## config.mk

```make
export PLATFORM = sky130hd
export DESIGN_NAME = bmp_slave_tx
export DESIGN_NICKNAME = d
export VERILOG_FILES = /design/src/rtl/bmp_pkg.sv /design/src/rtl/bmp_tx_skid.sv /design/src/rtl/bmp_slave_tx.sv
export SDC_FILE = /design/constraint.sdc
export NUM_CORES = 1
export LEC_CHECK = 0
export CAP_MARGIN = 15
export CORE_MARGIN = 2
export CORE_UTILIZATION = 58
export CTS_BUF_LIST = sky130_fd_sc_hd__clkbuf_16
export CTS_CLUSTER_DIAMETER = 200
export DETAILED_ROUTE_END_ITERATION = 16
export GPL_ROUTABILITY_DRIVEN = 0
export PLACE_DENSITY_LB_ADDON = 0.3
export SLEW_MARGIN = 10
export SYNTH_ARGS = -nofsm -noshare
export SYNTH_HDL_FRONTEND = slang
export SYNTH_SLANG_ARGS = --single-unit
```

## constraint.sdc

```tcl
create_clock -name clk -period 4.1 [get_ports clk]
set_input_delay 0.615 -clock clk [delete_from_list [all_inputs] [get_ports clk]]
set_output_delay 0.615 -clock clk [all_outputs]
set_load 0.005 [all_outputs]
```

## src/rtl/bmp_pkg.sv

```systemverilog
// bmp_pkg: shared BMP constants, mode encoding, FSM state type and mode check.
//   BMP_MAGIC      "BM" as a little-endian 16-bit value (byte 0 = 8'h42, byte 1 = 8'h4D)
//   BMP_HDR_BYTES  default header length in bytes
//   BMP_FSIZE_LSB  byte offset of the 32-bit file_size field
package bmp_pkg;
    localparam logic [15:0] BMP_MAGIC = 16'h4D42;
    localparam int BMP_HDR_BYTES = 56;
    localparam int BMP_FSIZE_LSB = 2;
    typedef enum logic [1:0] {
        MODE_NONE = 2'b00,
        MODE_TH   = 2'b01,
        MODE_PROC = 2'b10,
        MODE_BAD  = 2'b11
    } mode_t;
    typedef enum logic [1:0] {ST_IDLE, ST_SEND, ST_WAIT} state_t;
    function automatic logic mode_ok(input logic [1:0] m);
        return m == MODE_TH || m == MODE_PROC;
    endfunction
endpackage

```

## src/rtl/bmp_tx_skid.sv

```systemverilog
// bmp_tx_skid: 2-entry register FIFO hiding the 1-cycle memory read latency.
//   clk, reset (sync, active-low), push/pop (same-cycle push+pop allowed),
//   flush (empties the FIFO), din/dout (dout = head entry), full, empty, count.
module bmp_tx_skid #(
    parameter int W = 32
) (
    input  logic         clk,
    input  logic         reset,
    input  logic         push,
    input  logic         pop,
    input  logic         flush,
    input  logic [W-1:0] din,
    output logic [W-1:0] dout,
    output logic         full,
    output logic         empty,
    output logic [1:0]   count
);
    logic [W-1:0] m1;
    assign full  = count == 2'd2;
    assign empty = count == 2'd0;
    always_ff @(posedge clk) begin
        if (!reset || flush) count <= '0;
        else count <= count + 2'(push) - 2'(pop);
    end
    // Head refills from the second entry when full, otherwise straight from din.
    always_ff @(posedge clk) begin
        if ((push && empty) || (pop && (full || push))) dout <= full ? m1 : din;
        if (push && ((count == 2'd1 && !pop) || (full && pop))) m1 <= din;
    end
endmodule

```

## src/rtl/bmp_slave_tx.sv

```systemverilog
// bmp_slave_tx: streams a BMP file from a synchronous-read memory to one scheduler slave port.
//   clk, reset (sync, active-low); start/cfg_mode/cfg_data_proc: launch and latched config;
//   mem_rd/mem_addr/mem_rdata: word fetch, data one cycle after mem_rd;
//   slv_mode/slv_data_valid/slv_data/slv_data_proc/slv_ready: stream port with back-pressure;
//   mstr_cmplt: scheduler end-of-image; busy/done/err: status (err held until next start).
module bmp_slave_tx
    import bmp_pkg::*;
#(
    parameter int DATA_BUS_SIZE = 32,
    parameter int HDR_BYTES     = BMP_HDR_BYTES,
    parameter int ADDR_W        = 16
) (
    input  logic                     clk,
    input  logic                     reset,
    input  logic                     start,
    input  logic [1:0]               cfg_mode,
    input  logic [7:0]               cfg_data_proc,
    output logic                     mem_rd,
    output logic [ADDR_W-1:0]        mem_addr,
    input  logic [DATA_BUS_SIZE-1:0] mem_rdata,
    output logic [1:0]               slv_mode,
    output logic                     slv_data_valid,
    output logic [DATA_BUS_SIZE-1:0] slv_data,
    output logic [7:0]               slv_data_proc,
    input  logic                     slv_ready,
    input  logic                     mstr_cmplt,
    output logic                     busy,
    output logic                     done,
    output logic                     err
);
    localparam int BPW   = DATA_BUS_SIZE / 8;
    localparam int LG    = $clog2(BPW);
    localparam int HDR_W = HDR_BYTES / BPW;
    localparam int FS_W  = (BMP_FSIZE_LSB + 3) / BPW;
    localparam int CW    = ADDR_W + 1;
    state_t state;
    logic [1:0] mode_q, cnt;
    logic [7:0] proc_q;
    logic [CW-1:0] rd_cnt, acc_cnt, n_words, lim;
    logic [ADDR_W-1:0] ret_addr;
    logic [31:0] fs_q, w0_q, fsize;
    logic [15:0] magic;
    logic [32:0] nw33;
    logic [2:0] credit;
    logic [DATA_BUS_SIZE-1:0] head, head_m;
    logic rd_q, fs_ok, size_ok, hdr_eval, abort, push, fire, full, empty, last, valid;
    // On a 32-bit bus the size field straddles words 0 and 1, so word 0 is kept aside.
    if (BPW == 8) begin : g_w64
        assign magic = mem_rdata[15:0];
        assign fsize = mem_rdata[47:16];
    end else begin : g_w32
        assign magic = w0_q[15:0];
        assign fsize = {mem_rdata[15:0], w0_q[31:16]};
    end
    assign nw33     = (33'(fsize) + 33'(BPW - 1)) >> LG;
    assign size_ok  = fsize >= 32'(HDR_BYTES) && nw33 <= (33'(1) << ADDR_W);
    assign hdr_eval = state == ST_SEND && rd_q && ret_addr == ADDR_W'(FS_W);
    assign abort    = hdr_eval && !(magic == BMP_MAGIC && size_ok);
    assign push     = state == ST_SEND && rd_q;
    assign valid    = state == ST_SEND && fs_ok && !empty;
    assign fire     = valid && slv_ready;
    assign last     = acc_cnt == n_words - CW'(1);
    // A word popped this cycle frees its slot, which sustains one word per cycle.
    assign credit   = 3'(cnt) + 3'(rd_q) - 3'(fire);
    assign lim      = fs_ok ? n_words : CW'(HDR_W);
    assign mem_rd   = state == ST_SEND && rd_cnt < lim && credit < 3'd2 && (!full || fire);
    assign mem_addr = rd_cnt[ADDR_W-1:0];
    assign busy           = state != ST_IDLE;
    assign slv_mode       = mode_q;
    assign slv_data_proc  = proc_q;
    assign slv_data_valid = valid;
    assign slv_data       = valid ? head_m : '0;
    // Bytes past the end of the file are zeroed in the final word.
    always_comb begin
        head_m = head;
        for (int k = 0; k < BPW; k++)
            if (((33'(acc_cnt) << LG) + 33'(k)) >= 33'(fs_q)) head_m[8*k +: 8] = 8'h00;
    end
    bmp_tx_skid #(.W(DATA_BUS_SIZE)) u_skid (
        .clk(clk), .reset(reset), .push(push), .pop(fire), .flush(abort),
        .din(mem_rdata), .dout(head), .full(full), .empty(empty), .count(cnt)
    );
    always_ff @(posedge clk) begin
        if (!reset) begin
            state    <= ST_IDLE;
            mode_q   <= '0;
            proc_q   <= '0;
            rd_cnt   <= '0;
            acc_cnt  <= '0;
            n_words  <= '0;
            ret_addr <= '0;
            fs_q     <= '0;
            w0_q     <= '0;
            rd_q     <= 1'b0;
            fs_ok    <= 1'b0;
            done     <= 1'b0;
            err      <= 1'b0;
        end else begin
            done     <= 1'b0;
            rd_q     <= mem_rd;
            ret_addr <= rd_cnt[ADDR_W-1:0];
            if (mem_rd) rd_cnt <= rd_cnt + 1'b1;
            if (push && ret_addr == '0) w0_q <= mem_rdata[31:0];
            case (state)
                ST_IDLE: if (start && !done) begin
                    if (mode_ok(cfg_mode)) begin
                        state   <= ST_SEND;
                        mode_q  <= cfg_mode;
                        proc_q  <= cfg_data_proc;
                        rd_cnt  <= '0;
                        acc_cnt <= '0;
                        fs_ok   <= 1'b0;
                        err     <= 1'b0;
                    end else begin
                        done <= 1'b1;
                        err  <= 1'b1;
                    end
                end
                ST_SEND: if (abort) begin
                    state  <= ST_IDLE;
                    mode_q <= '0;
                    proc_q <= '0;
                    done   <= 1'b1;
                    err    <= 1'b1;
                end else begin
                    if (hdr_eval) begin
                        fs_ok   <= 1'b1;
                        fs_q    <= fsize;
                        n_words <= nw33[ADDR_W:0];
                    end
                    if (fire) begin
                        acc_cnt <= acc_cnt + 1'b1;
                        if (last) state <= ST_WAIT;
                    end
                end
                ST_WAIT: if (mstr_cmplt) begin
                    state  <= ST_IDLE;
                    mode_q <= '0;
                    proc_q <= '0;
                    done   <= 1'b1;
                    err    <= 1'b0;
                end
                default: state <= ST_IDLE;
            endcase
        end
    end
endmodule

```

==> results.cfg <==
[run_status]
status = finished clean

[run]
cap_violations = 0

[global_routing]
antenna_found_initial = 0
grt_pass1_wl_um = 46400
grt_pass1_vias = 9158
grt_usage = 0.284
gr-total-overflow = 0
grt_max_degree = 42

[sta]
hold_viol = 0
rsz0062_at_grt = no
fmax_mhz = 254
slew_headroom = 0.335
holdWs_ns = 0.449
slew_violations = 0
min_period_ns = 3.93
setup_viol = 0
fin_crit_sh = 0.959
clock_skew_ns = 0.0140
worstMarginPinSlew_ns = 0.972

[place]
placed_area_um2 = 12400
place_hpwl_um = 20300
portBuffers = 109

[synthesis]
async_flop_share = 0
yosysTopAreaCell = dfxtp_1
syn-num-nets = 1296
synth.distinct_cells = 75
ys.flop_type = dfxtp_1
synth-seq-area-share = 0.441
synth_top_area_frac = 0.268
syn-cell-area_um2 = 11100
synth_edf_count = 64
ys_seq_elements = 213
ys.warnings.count = 0
synth_cells = 1204
synth_area_leaders = dfxtp_1 27%, edfxtp_1 17%, ha_1 4.9%
syn-mean-instance-area_um2 = 9.24

[finish]
area_growth_pct = 19.1
diodes = 0
seq_area_um2 = 4910
final_nets = 1387
multi_input_area_um2 = 5620
layout-drive-gt1-share = 0.107
design_area_um2 = 13300
fill_cells = 1400

[pwr]
p_int_mw = 3.87
p_leak_nw = 5.25
clkPwrFrac = 0.404
comb_power_share = 0.154
switching_power_mw = 1.37
powerDensity_nw_per_um2 = 395
p_seq_frac = 0.442
ir_drop_mv = 0.342
switching_share = 0.261

[worst_setup_path]
cp-start-kind = register
arrival_ns = 3.32
path_class = register to output pin
worstSetupEndpointType = output pin
critPathRequiredTime_ns = 3.48
crit_fanout = 8

[clocking]
cts_sinks = 213
cts_buffers = 23
cts_tree = done
clk_pin_slew_ns = 0.06
clk_path_buf_depth = 3
hold_buffers = 0
clk_latency_ns = 0.51
clockRootBuffer = clkbuf_16
cts_max_level = 1

[die]
die_w_um = 143
initial_core_util = 0.593
die_h_um = 143
design.core.area_um2 = 18800
ios = 110
num_rows = 50
dieArea_um2 = 20300

[route]
detail_route.iter0.violations = 665
drt_pre_antenna_iters = 6
finalWirelength_um = 28700
num_vias = 9453
via_per_inst = 6.12
avgRoutedWirePerCell_um = 18.6
drc = 0
antenna_left = 0

[worst_hold_path]
hp-class = register to register
## registers in the layout, summed over array words and instances (netlist names), 8 cells and up
register and flops:
fs_q 32, u_skid.m1 32, u_skid.dout 32, acc_cnt 17, n_words 17, slv_data_proc 8
w0_q 32, ret_addr 16, rd_cnt 17
## logic make-up (layout without fill, tap and decap cells)
kind of cell | after synthesis | after routing | share of synthesized area
AND/OR/NAND/NOR | 450 | 450 | 0.207
adder cells (fa/ha/maj) | 45 | 45 | 0.0513
AO/OA/AOI/OAI | 230 | 230 | 0.135
buffers and inverters | 144 | 251 | 0.0584
flip-flops | 213 | 213 | 0.441
XOR/XNOR | 49 | 49 | 0.0386
multiplexers | 73 | 73 | 0.0694
## metal layers
| metal | share of wire | GRT usage |
|---|---|---|
| met1 | 0.41 | 0.368 |
| met2 | 0.47 | 0.470 |
| met3 | 0.074 | 0.0441 |
| met4 | 0.046 | 0.130 |
| met5 | 0 | 0 |
## cell type report
class,instances,area share
Multi-Input combinational cell,847,0.424
Sequential cell,213,0.370
Timing Repair Buffer,154,0.110
Clock buffer,23,0.0434
Tap cell,234,0.0221
Inverter,56,0.0159
Clock inverter,18,0.0142
## cells in the mapped netlist, types with 33 or more instances
master,n
nor2_1,86
ha_1,44
nand2_1,126
inv_1,55
dfxtp_1,149
mux2i_1,40
and2_1,49
o21ai_0,44
nand3_1,42
mux2_2,33
edfxtp_1,64
clkbuf_1,47
a21oi_1,79
## power groups by stage
stage | combinational [mW] | sequential (mW) | clock (mW)
after global routing | 0.877 | 2.33 | 2.23
final | 0.805 | 2.32 | 2.12
after detailed placement | 0.783 | 2.36 | 0
after CTS | 0.793 | 2.32 | 2.15
after global placement | 0.765 | 2.36 | 0
after floorplan | 0.472 | 2.34 | 0
## what timing repair did
item | 4_1_cts | 5_1_grt
setup buffers | 1 | 0
pin swaps | 2 | 2
gates resized for setup | 4 | 6
setup endpoints to repair | 1 | 33
## worst max-delay path, stage by stage, from the launching register on
cell and delay, ns:
dfxtp_2 0.37, ha_1 0.34, a21o_1 0.17, a21o_1 0.17
a21o_1 0.17, a21o_1 0.18, a21oi_2 0.21, o211ai_1 0.15
a31oi_1 0.19, buf_4 0.19, and2_1 0.16, clkdlybuf4s50_1 0.50
## final timing paths
path | startpoint | end | slack [ns] | cells past startpoint
max | acc_cnt[7]$_SDFFE_PN0P_ | slv_data[6] | 0.17 | 11
min | w0_q[1]$_SDFFE_PN0P_ | w0_q[1]$_SDFFE_PN0P_ | 0.45 | 2
max reg2reg | state[1]$_SDFFE_PN0P_ | rd_cnt[16]$_SDFF_PN0_ | 0.63 | 16
min reg2reg | w0_q[1]$_SDFFE_PN0P_ | w0_q[1]$_SDFFE_PN0P_ | 0.45 | 2
## cells in the final DEF, fill, tap and decap left out, types with 40 or more instances in the layout
cell,instances
buf_4,43
nand2_1,126
ha_1,43
nor2_1,83
mux2i_1,40
nand3_1,42
and2_1,49
clkdlybuf4s50_1,108
a21oi_1,78
dfxtp_1,146
edfxtp_1,64
inv_1,58
o21ai_0,43
## through the flow
| step | setup WS [ns] | utilization | TNS (ns) | instances | total power, mW |
|---|---|---|---|---|---|
| after floorplan | 0.788 | - | 0 | 1204 | 2.81 |
| after global placement | 0.0231 | 0.662 | 0 | 1502 | 3.12 |
| after detailed placement | -0.0646 | 0.662 | -0.0706 | 1502 | 3.14 |
| after CTS | 0.00138 | 0.704 | 0 | 1544 | 5.26 |
| after global routing | 0.00185 | 0.706 | 0 | 1545 | 5.43 |
| final | 0.170 | 0.706 | 0 | 1545 | 5.24 |
No activity file was read; power rests on OpenSTA's default activity.
